**src/rtl/bayer_frame_source_if.sv**
```systemverilog
// Raw-Bayer pixel stream bundle between the synthetic frame source and its consumer.
// oDVAL qualifies oDATA/oX_Cont each cycle with no back-pressure; the consumer must accept every valid pixel.
interface bayer_frame_source_if;
   logic        iStart;
   logic        iStop;
   logic [1:0]  iMode;
   logic [11:0] iConst;
   logic [11:0] oDATA;
   logic        oDVAL;
   logic [10:0] oX_Cont;
   logic [10:0] oY_Cont;
   logic        oFVAL;
   logic [15:0] oFrame_Cont;
   logic        oBusy;
   logic [1:0]  dbg_state;

   modport master (
      input  iStart, iStop, iMode, iConst,
      output oDATA, oDVAL, oX_Cont, oY_Cont, oFVAL, oFrame_Cont, oBusy, dbg_state
   );

   modport slave (
      output iStart, iStop, iMode, iConst,
      input  oDATA, oDVAL, oX_Cont, oY_Cont, oFVAL, oFrame_Cont, oBusy, dbg_state
   );
endinterface

```
**src/rtl/bayer_frame_source.sv**
```systemverilog
// Synthetic 12-bit Bayer frame generator with sensor-style line/frame blanking.
// Every output is a register fed from the current FSM state and counters.
module bayer_frame_source #(
   parameter int H_ACTIVE = 1280,
   parameter int V_ACTIVE = 960,
   parameter int H_BLANK  = 64,
   parameter int V_BLANK  = 16
) (
   input logic                  iCLK,
   input logic                  iRST,
   bayer_frame_source_if.master bus
);

   typedef enum logic [1:0] {
      S_IDLE   = 2'd0,
      S_ACTIVE = 2'd1,
      S_HBLANK = 2'd2,
      S_VBLANK = 2'd3
   } state_t;

   localparam logic [10:0] X_LAST  = 11'(H_ACTIVE - 1);
   localparam logic [10:0] Y_LAST  = 11'(V_ACTIVE - 1);
   localparam logic [15:0] HB_LAST = 16'(H_BLANK - 1);
   localparam logic [15:0] VB_LAST = 16'(V_BLANK - 1);

   state_t      state_q, state_d;
   logic [10:0] x_q, x_d;
   logic [10:0] y_q, y_d;
   logic [15:0] bcnt_q, bcnt_d;
   logic        stop_q, stop_d;
   logic [1:0]  mode_q, mode_d;
   logic [11:0] const_q, const_d;
   logic        frame_done;

   logic [11:0] data_q, data_d;
   logic        dval_q, dval_d;
   logic [10:0] xo_q, xo_d;
   logic [10:0] yo_q, yo_d;
   logic        fval_q, fval_d;
   logic [15:0] frame_q, frame_d;
   logic        busy_q, busy_d;

   logic [11:0] pixel;

   always_ff @(posedge iCLK or negedge iRST) begin
      if (!iRST) begin
         state_q <= S_IDLE;
         x_q     <= '0;
         y_q     <= '0;
         bcnt_q  <= '0;
         stop_q  <= 1'b0;
         mode_q  <= '0;
         const_q <= '0;
      end else begin
         state_q <= state_d;
         x_q     <= x_d;
         y_q     <= y_d;
         bcnt_q  <= bcnt_d;
         stop_q  <= stop_d;
         mode_q  <= mode_d;
         const_q <= const_d;
      end
   end

   always_comb begin
      state_d    = state_q;
      x_d        = x_q;
      y_d        = y_q;
      bcnt_d     = bcnt_q;
      stop_d     = stop_q;
      mode_d     = mode_q;
      const_d    = const_q;
      frame_done = 1'b0;

      // A stop seen while busy is remembered until the frame boundary.
      if (state_q != S_IDLE && bus.iStop) begin
         stop_d = 1'b1;
      end

      case (state_q)
         S_IDLE: begin
            if (bus.iStart) begin
               state_d = S_ACTIVE;
               x_d     = '0;
               y_d     = '0;
               mode_d  = bus.iMode;
               const_d = bus.iConst;
               stop_d  = bus.iStop;
            end
         end
         S_ACTIVE: begin
            if (x_q == X_LAST) begin
               state_d = S_HBLANK;
               bcnt_d  = '0;
            end else begin
               x_d = x_q + 11'd1;
            end
         end
         S_HBLANK: begin
            if (bcnt_q == HB_LAST) begin
               if (y_q < Y_LAST) begin
                  state_d = S_ACTIVE;
                  x_d     = '0;
                  y_d     = y_q + 11'd1;
               end else begin
                  state_d = S_VBLANK;
                  bcnt_d  = '0;
               end
            end else begin
               bcnt_d = bcnt_q + 16'd1;
            end
         end
         S_VBLANK: begin
            if (bcnt_q == VB_LAST) begin
               frame_done = 1'b1;
               if (stop_d) begin
                  state_d = S_IDLE;
                  stop_d  = 1'b0;
               end else begin
                  state_d = S_ACTIVE;
                  x_d     = '0;
                  y_d     = '0;
                  mode_d  = bus.iMode;
                  const_d = bus.iConst;
               end
            end else begin
               bcnt_d = bcnt_q + 16'd1;
            end
         end
         default: begin
            state_d = S_IDLE;
         end
      endcase
   end

   // Pattern generator works on the coordinates held in the state registers.
   always_comb begin
      pixel = '0;
      case (mode_q)
         2'd0: pixel = {1'b0, x_q} + {1'b0, y_q};
         2'd1: pixel = (x_q[3] ^ y_q[3]) ? 12'hFFF : 12'h000;
         2'd2: begin
            if (x_q[0] == y_q[0]) begin
               pixel = 12'h800;
            end else if (!y_q[0]) begin
               pixel = 12'hFFF;
            end else begin
               pixel = 12'h040;
            end
         end
         default: pixel = const_q;
      endcase
   end

   always_comb begin
      dval_d  = (state_q == S_ACTIVE);
      data_d  = dval_d ? pixel : 12'h000;
      xo_d    = dval_d ? x_q : 11'd0;
      fval_d  = (state_q == S_ACTIVE) || (state_q == S_HBLANK);
      yo_d    = fval_d ? y_q : 11'd0;
      busy_d  = (state_q != S_IDLE);
      frame_d = frame_q + {15'd0, frame_done};
   end

   always_ff @(posedge iCLK or negedge iRST) begin
      if (!iRST) begin
         data_q  <= '0;
         dval_q  <= 1'b0;
         xo_q    <= '0;
         yo_q    <= '0;
         fval_q  <= 1'b0;
         frame_q <= '0;
         busy_q  <= 1'b0;
      end else begin
         data_q  <= data_d;
         dval_q  <= dval_d;
         xo_q    <= xo_d;
         yo_q    <= yo_d;
         fval_q  <= fval_d;
         frame_q <= frame_d;
         busy_q  <= busy_d;
      end
   end

   assign bus.oDATA       = data_q;
   assign bus.oDVAL       = dval_q;
   assign bus.oX_Cont     = xo_q;
   assign bus.oY_Cont     = yo_q;
   assign bus.oFVAL       = fval_q;
   assign bus.oFrame_Cont = frame_q;
   assign bus.oBusy       = busy_q;
   assign bus.dbg_state   = state_q;

endmodule

```
**src/flat_wrapper.sv**
```systemverilog
// flat-port wrapper written by rule: the top's interface ports become plain ports
module bayer_frame_source_flat 
#(
   parameter int H_ACTIVE = 1280,
   parameter int V_ACTIVE = 960,
   parameter int H_BLANK  = 64,
   parameter int V_BLANK  = 16
)
  (iCLK, iRST, bus_iStart, bus_iStop, bus_iMode, bus_iConst, bus_oDATA, bus_oDVAL, bus_oX_Cont, bus_oY_Cont, bus_oFVAL, bus_oFrame_Cont, bus_oBusy, bus_dbg_state);
  bayer_frame_source_if bus_i ();
  input logic iCLK;
  input logic iRST;
  input wire logic [$bits(bus_i.iStart)-1:0] bus_iStart;
  input wire logic [$bits(bus_i.iStop)-1:0] bus_iStop;
  input wire logic [$bits(bus_i.iMode)-1:0] bus_iMode;
  input wire logic [$bits(bus_i.iConst)-1:0] bus_iConst;
  output wire logic [$bits(bus_i.oDATA)-1:0] bus_oDATA;
  output wire logic [$bits(bus_i.oDVAL)-1:0] bus_oDVAL;
  output wire logic [$bits(bus_i.oX_Cont)-1:0] bus_oX_Cont;
  output wire logic [$bits(bus_i.oY_Cont)-1:0] bus_oY_Cont;
  output wire logic [$bits(bus_i.oFVAL)-1:0] bus_oFVAL;
  output wire logic [$bits(bus_i.oFrame_Cont)-1:0] bus_oFrame_Cont;
  output wire logic [$bits(bus_i.oBusy)-1:0] bus_oBusy;
  output wire logic [$bits(bus_i.dbg_state)-1:0] bus_dbg_state;
  assign bus_i.iStart = bus_iStart;
  assign bus_i.iStop = bus_iStop;
  assign bus_i.iMode = bus_iMode;
  assign bus_i.iConst = bus_iConst;
  assign bus_oDATA = bus_i.oDATA;
  assign bus_oDVAL = bus_i.oDVAL;
  assign bus_oX_Cont = bus_i.oX_Cont;
  assign bus_oY_Cont = bus_i.oY_Cont;
  assign bus_oFVAL = bus_i.oFVAL;
  assign bus_oFrame_Cont = bus_i.oFrame_Cont;
  assign bus_oBusy = bus_i.oBusy;
  assign bus_dbg_state = bus_i.dbg_state;
  bayer_frame_source #(.H_ACTIVE(H_ACTIVE), .V_ACTIVE(V_ACTIVE), .H_BLANK(H_BLANK), .V_BLANK(V_BLANK)) u_core (.iCLK(iCLK), .iRST(iRST), .bus(bus_i));
endmodule
```
**config.mk**
```make
export PLATFORM = sky130hd
export DESIGN_NAME = bayer_frame_source_flat
export DESIGN_NICKNAME = d
export VERILOG_FILES = /design/src/rtl/bayer_frame_source_if.sv /design/src/rtl/bayer_frame_source.sv /design/src/flat_wrapper.sv
export SDC_FILE = /design/constraint.sdc
export NUM_CORES = 1
export LEC_CHECK = 0
export ABC_AREA = 1
export BUFFER_PORTS_ARGS = -buffer_cell sky130_fd_sc_hd__buf_2
export CAP_MARGIN = 25
export CORE_MARGIN = 1.5
export CORE_UTILIZATION = 59
export DETAILED_ROUTE_END_ITERATION = 10
export GPL_TIMING_DRIVEN = 0
export PLACE_DENSITY = 0.81
export SLEW_MARGIN = 0
export SYNTH_ARGS = -nofsm -noshare
export SYNTH_HDL_FRONTEND = slang
export SYNTH_SLANG_ARGS = --single-unit
```
**constraint.sdc**
```tcl
create_clock -name iCLK -period 2.8 [get_ports iCLK]
set_input_delay 0 -clock iCLK [delete_from_list [all_inputs] [get_ports iCLK]]
set_output_delay 0 -clock iCLK [all_outputs]
set_load 0.01 [all_outputs]
```
==> results of run 1 <==
## worst reg2reg max path: stages (launching register included)
cell and delay, ns:
dfrtp_1 0.43, ha_1 0.25, nand3_4 0.14, nor2_2 0.17
nand4_1 0.17, inv_2 0.16, ha_1 0.19, ha_1 0.18
nand3_1 0.12, nor2_1 0.11, nand2_1 0.15, nor3_4 0.19
nand3_1 0.12, xnor2_1 0.14
## metrics by stage
stage | TNS, ns | util
floorplan | 0 | -
CTS | 0 | 0.6920
global route | -0.004969 | 0.6936
global placement | 0 | 0.6556
detailed placement | 0 | 0.6585
finish | 0 | 0.6936
## final timing paths
path	cells after the start	to	slack (ns)	start
min in group asynchronous	2	u_core.bus.oFrame_Cont[11]	0.17	iRST
setup reg to reg	13	u_core.bus.oFrame_Cont[10]	0.20	u_core.bcnt_q[0]
hold reg to reg	1	u_core.bus.oFrame_Cont[15]	0.46	u_core.bus.oFrame_Cont[15]
setup / recovery	13	u_core.bus.oFrame_Cont[10]	0.20	u_core.bcnt_q[0]
hold / removal	3	u_core.stop_q	0.02	bus_iStop
max in group asynchronous	3	u_core.bcnt_q[3]	1.92	iRST
## kinds of logic (layout without fill, tap and decap cells)
group	Yosys count	after routing	share of synthesized area
buf+inv	123	228	0.08164
xor+xnor	35	35	0.04938
flops	108	108	0.4354
compound gates	90	90	0.07620
simple gates	433	433	0.3098
fa+ha+maj	23	23	0.04757
## what timing repair did
item / CTS / global route
hold buffers: 16 / 0
resized for setup: 0 / 4
endpoints found under the hold margin: 67 / 0
buffers inserted: 0 / 0
setup endpoints to repair: 0 / 6
## cell usage in the layout, fill, tap and decap left out, types with 22 or more instances in the layout
master and instances:
buf_2 77, nand2_1 243, nand3_1 58, o21ai_1 34, dfrtp_1 108, inv_1 97, ha_1 22, xor2_1 24
nor2_1 82, a21oi_1 31
## layout make-up
| class | instances | area, sq um |
|---|---|---|
| Clock inverter | 6 | 56.30 |
| Tap cell | 136 | 170.2 |
| Timing Repair Buffer | 89 | 550.5 |
| Clock buffer | 10 | 127.6 |
| Inverter | 100 | 375.4 |
| Buffer | 23 | 131.4 |
| Sequential cell | 108 | 2703 |
| Fill cell | 903 | 3149 |
| Multi-Input combinational cell | 581 | 3014 |
## flip-flops by register name, summed over array words and instances, names as in the netlist
signal / flops
u_core.y_q: 11
u_core.bus.oBusy: 1
u_core.bus.oFVAL: 1
u_core.bus.oX_Cont: 11
u_core.bus.dbg_state: 2
u_core.mode_q: 2
u_core.bus.oY_Cont: 11
u_core.bus.oDATA: 12
u_core.stop_q: 1
u_core.bus.oFrame_Cont: 16
u_core.bus.oDVAL: 1
u_core.bcnt_q: 16
u_core.x_q: 11
u_core.const_q: 12
## metal layers
layer	up-vias	share of wire	routed length, microns
met5	-	0	0
met4	0	0.018	243
met3	22	0.039	524
met2	129	0.46	6216
met1	2445	0.48	6445
li1	2764	-	-
## power breakdown
group	total, uW	internal (uW)	switching [uW]
Clock	928	343	585
Sequential	1960	1790	171
Combinational	1850	600	1250
Total	4740	2730	2010
## synth_stat cells (all sizes together) (2+ instances only)
| cell | count | area (sq um) |
|---|---|---|
| a21oi | 31 | 155.2 |
| and2 | 2 | 12.51 |
| buf | 11 | 82.58 |
| clkbuf | 12 | 48.79 |
| dfrtp | 108 | 2703 |
| ha | 22 | 275.3 |
| inv | 100 | 375.4 |
| nand2 | 251 | 982.2 |
| nand3 | 63 | 362.8 |
| nand3b | 4 | 30.03 |
| nand4 | 11 | 83.83 |
| nor2 | 91 | 377.9 |
| nor3 | 7 | 46.30 |
| nor3b | 2 | 15.01 |
| o211ai | 2 | 15.01 |
| o21ai | 51 | 255.2 |
| xnor2 | 11 | 96.34 |
| xor2 | 24 | 210.2 |
==> run_results.csv, run 1 <==
group,metric,value,unit
outcome,status,"finished, final reports clean",
worst_setup_path,cp_num_buf_inv,1,
routing,drt_wl_total,13430,microns
die,dieArea,11150,sq um
place,hpwl,9695,microns
global_route,grtUsageMet3,0.03711,
routing,wl_per_cell,12.75,microns
worst_setup_path,endpoint_kind,"register",
die,ios,73,
routing,drt.antenna.violating_nets,0,
synth,netlist_area,6207,sq um
timing,fmax,0.3848,GHz
global_route,gr-total-overflow,0,
global_route,grt_max_degree,57,
final_layout,stdcell_count,1053,
global_route,grt_pass1_vias,5008,
clocking,h-tree-depth,3,
synth,synth_edf_count,0,
routing,drcViolationCount,0,
die,core,10280,sq um
timing,max_slew.worst_pin.slew,0.6753,ns
place,dp_cells,1021,
clocking,cts-root-buf,"clkbuf_8",
clocking,cts-buffers-inserted,9,
global_route,grt.total_usage,0.2569,
die,initial_core_util,0.6040,
synth,synthCells,812,
worst_setup_path,critPathArrivalTime,2.88,ns
synth,async_flop_share,1.000,
clocking,cts_sinks,108,
timing,finalCritPeriodShare,0.9281,
timing,setup_slack,0.2012,ns
worst_setup_path,cpPeakStageDelay,0.43,ns
final_layout,n_antenna_cell,0,
timing,setup_violations,0,
global_route,antenna_found_initial,0,
routing,drt_iter0_markers,343,
timing,hold_viol,0,
synth,synth.distinct_cells,41,
timing,period_needed,2.599,ns
worst_setup_path,start_kind,"register",
die,die_w,105.6,microns
synth,ys_warn_count,0,
routing,viasPerCell,5.090,
global_route,grt_util_met1,0.3577,
hold_path,min_path_type,"in2reg",
synth,synth_fp_nets,853,
global_route,use_met2,0.4141,
synth,synth-seq-cells,108,
synth,synth_flop_cell,"dfrtp_1",
place,port_buffers,72,
final_layout,design_area,7128,sq um
clocking,cts.clk_slew.worst_paths,0.11,ns
final_layout,nNetsFinal,953,
worst_setup_path,cp_cell_sequence,"ha_1 -> nand3_4 -> nor2_2 -> nand4_1 -> inv_2 -> ha_1 -> ha_1 -> nand3_1 -> nor2_1 -> nand2_1 -> nor3_4 -> nand3_1 -> xnor2_1",
power,p_leak,0.003868,uW
final_layout,drive_above_1_share,0.1418,
place,place_area,6768,sq um
worst_setup_path,critPathSlowestCell,"dfrtp_1",
clocking,cts_tree,"done",
worst_setup_path,crit_fanout,5,
power,powerDensity,665.1,nW/um^2
worst_setup_path,required,3.08,ns
clocking,clk-insertion-delay-late,0.38,ns
die,die_y,105.6,microns
global_route,grt-busiest-layer,"met2",
global_route,grt_pass1_wl,22940,microns
synth,syn_area_per_cell,7.644,sq um
timing,hold_slack,0.02382,ns
worst_setup_path,worst_path_most_repeated_cell,"ha_1",
final_layout,area_growth,14.84,%
power,p_total,4741,uW
worst_setup_path,crit_type,"reg2reg",
die,rows,37,
timing,drv_slew,0,
clocking,cts_buffer_depth,2,
routing,first_pass_iters,5,
worst_setup_path,cp_top_family,"simple AND/OR/NAND/NOR gates",
place,place_ws,0.05800,ns
place,gp_congestion,0.9456,
power,peakVddDrop,496.5,uV
timing,slew_headroom,0.5498,
routing,num_vias,5360,
flow_run,cap_violations,0,
synth,ys_seq_area_frac,0.4354,
timing,finClkSkew,0.01073,ns
Power figures use the tool's default switching activity.
==> inputs of run 2 (changes only) <==
--- a/config.mk
+++ b/config.mk
@@ -9,10 +9,11 @@
 export BUFFER_PORTS_ARGS = -buffer_cell sky130_fd_sc_hd__buf_2
 export CAP_MARGIN = 25
 export CORE_MARGIN = 1.5
-export CORE_UTILIZATION = 59
+export CORE_UTILIZATION = 60
+export CTS_BUF_LIST = sky130_fd_sc_hd__clkbuf_4 sky130_fd_sc_hd__clkbuf_8
 export DETAILED_ROUTE_END_ITERATION = 10
 export GPL_TIMING_DRIVEN = 0
-export PLACE_DENSITY = 0.81
+export PLACE_DENSITY = 0.82
 export SLEW_MARGIN = 0
 export SYNTH_ARGS = -nofsm -noshare
 export SYNTH_HDL_FRONTEND = slang
==> constraint.sdc (replaced) <==
create_clock -name iCLK -period 3.3 [get_ports iCLK]
set_input_delay 0 -clock iCLK [delete_from_list [all_inputs] [get_ports iCLK]]
set_output_delay 0 -clock iCLK [all_outputs]
set_load 0.01 [all_outputs]
==> run_results.csv, run 2 (same netlist as run 1, synthesis figures left out) <==
group,metric,value,unit
outcome,status,"finished, final reports clean",
timing,period_needed,2.816,ns
timing,fmax,0.3551,GHz
final_layout,postLayoutCoreUtil,0.7212,
timing,setup_violations,0,
worst_setup_path,required,3.58,ns
place,place_area,6756,sq um
place,port_buffers,72,
power,powerDensity,582.9,nW/um^2
routing,drt_iter0_markers,365,
global_route,grt_pass1_wl,24760,microns
clocking,h-tree-depth,3,
final_layout,drive_above_1_share,0.1396,
routing,drt.antenna.violating_nets,0,
die,die_w,104.7,microns
worst_setup_path,start_kind,"register",
worst_setup_path,worst_path_most_repeated_cell,"ha_1",
routing,num_vias,5597,
timing,finClkSkew,0.01375,ns
global_route,grt_max_degree,69,
final_layout,design_area,7147,sq um
power,peakVddDrop,470.8,uV
routing,drt_wl_total,14520,microns
flow_run,cap_violations,0,
timing,slew_headroom,0.4318,
routing,drcViolationCount,0,
die,rows,36,
timing,fin_setup_tns,0,ns
timing,drv_slew,0,
die,core,9910,sq um
final_layout,layout_common_cells,"243 x nand2_1, 108 x dfrtp_1, 97 x inv_1, 84 x nor2_1, 77 x buf_2",
die,ios,73,
routing,wl_per_cell,13.83,microns
clocking,cts-buffers-inserted,9,
global_route,antenna_found_initial,0,
global_route,gr-total-overflow,0,
final_layout,n_antenna_cell,0,
clocking,cts_tree,"done",
timing,hold_viol,0,
timing,setup_slack,0.4836,ns
timing,finalCritPeriodShare,0.8535,
final_layout,area_growth,15.14,%
global_route,grt-busiest-layer,"met2",
place,hpwl,10580,microns
worst_setup_path,critPathArrivalTime,3.09,ns
hold_path,min_path_type,"in2reg",
global_route,grt.total_usage,0.2773,
die,die_y,104.7,microns
routing,viasPerCell,5.330,
die,initial_core_util,0.6264,
place,gp_congestion,0.9202,
worst_setup_path,crit_fanout,5,
final_layout,nNetsFinal,953,
worst_setup_path,crit_type,"reg2reg",
place,dp_cells,1018,
clocking,cts_sinks,108,
final_layout,final_common_cell,"nand2_1",
worst_setup_path,cp_cell_sequence,"ha_1 -> nand3_4 -> nor2_1 -> nand4_1 -> inv_2 -> ha_1 -> ha_1 -> nand3_1 -> nor2_1 -> nand2_1 -> nor3_1 -> nand3_1 -> xnor2_1",
routing,first_pass_iters,7,
power,p_leak,0.003868,uW
timing,rsz0062_at_grt,"false",
worst_setup_path,critPathSlowestCell,"dfrtp_1",
final_layout,stdcell_count,1050,
clocking,cts_setup_buffers,0,
clocking,clk-insertion-delay-late,0.38,ns
clocking,cts-root-buf,"clkbuf_8",
global_route,use_met2,0.4732,
place,place_ws,0.5035,ns
die,dieArea,10960,sq um
global_route,grt_pass1_vias,5439,
clocking,cts.clk_slew.worst_paths,0.12,ns
worst_setup_path,cpPeakStageDelay,0.44,ns
global_route,grt_util_met1,0.3556,
worst_setup_path,endpoint_kind,"register",
global_route,grtUsageMet3,0.05115,
clocking,cts_buffer_depth,2,
timing,max_slew.worst_pin.slew,0.8523,ns
==> run 2: cell types whose count changed in the layout (fill, tap and decap cells not counted), moves of 2 or more <==
cell,before,now
clkinv_8,0,3
clkinv_4,2,0
nor2_1,82,84
nor2_2,7,5
==> run 2: area by class of cell <==
class	count	area [sq um]
multi-input combinational	581	2998
fill	785	2763
sequential	108	2703
timing repair buffer	89	543.0
inverter	100	375.4
tap	133	166.4
buffer	23	131.4
clock buffer	9	123.9
clock inverter	7	106.4
==> run 2: worst paths after layout <==
kind | end | slack, ns | depth (start not counted) | startpoint
worst min-delay path | u_core.stop_q | 0.04 | 3 | bus_iStop
worst min register to register | u_core.bus.oFrame_Cont[15] | 0.47 | 1 | u_core.bus.oFrame_Cont[15]
min in group asynchronous | u_core.bus.oFrame_Cont[13] | 0.26 | 2 | iRST
max in group asynchronous | u_core.bcnt_q[3] | 2.32 | 3 | iRST
worst max register to register | u_core.bus.oFrame_Cont[12] | 0.48 | 13 | u_core.bcnt_q[0]
worst max-delay path | u_core.bus.oFrame_Cont[12] | 0.48 | 13 | u_core.bcnt_q[0]
==> run 2: routing by layer <==
| layer | vias up | part of all wire |
|---|---|---|
| met3 | 34 | 0.055 |
| met2 | 200 | 0.49 |
| li1 | 2768 | - |
| met4 | 0 | 0.023 |
| met1 | 2595 | 0.43 |
| met5 | - | 0 |
==> run 2: where the power goes <==
group	leakage [uW]	switching [uW]	internal [uW]
clock network	0.000110	519	378
logic	0.00229	1090	510
registers	0.00146	156	1520
total	0.00387	1760	2410
==> run 2: stage by stage <==
stage | hold WS [ns] | total power [uW]
3_5_place_dp | 0.1711 | 3242
3_3_place_gp | 0.2384 | 3173
6_report | 0.03669 | 4166
2_1_floorplan | -0.2956 | 2763
5_1_grt | 0.06907 | 4423
4_1_cts | 0.01491 | 4159
==> run 2: worst max-delay path, delay by kind of cell, from the launching register on <==
| family | cells | cell delay [ns] |
|---|---|---|
| fa+ha+maj | 3 | 0.64 |
| buf+inv | 1 | 0.17 |
| simple gates | 8 | 1.31 |
| flops | 1 | 0.44 |
| xor+xnor | 1 | 0.16 |
==> run 2: timing repair <==
action                                 4_1_cts  5_1_grt
hold buffers                                16        0
setup endpoints to repair                    0        0
gates resized for setup                      0        0
endpoints found under the hold margin       82        0
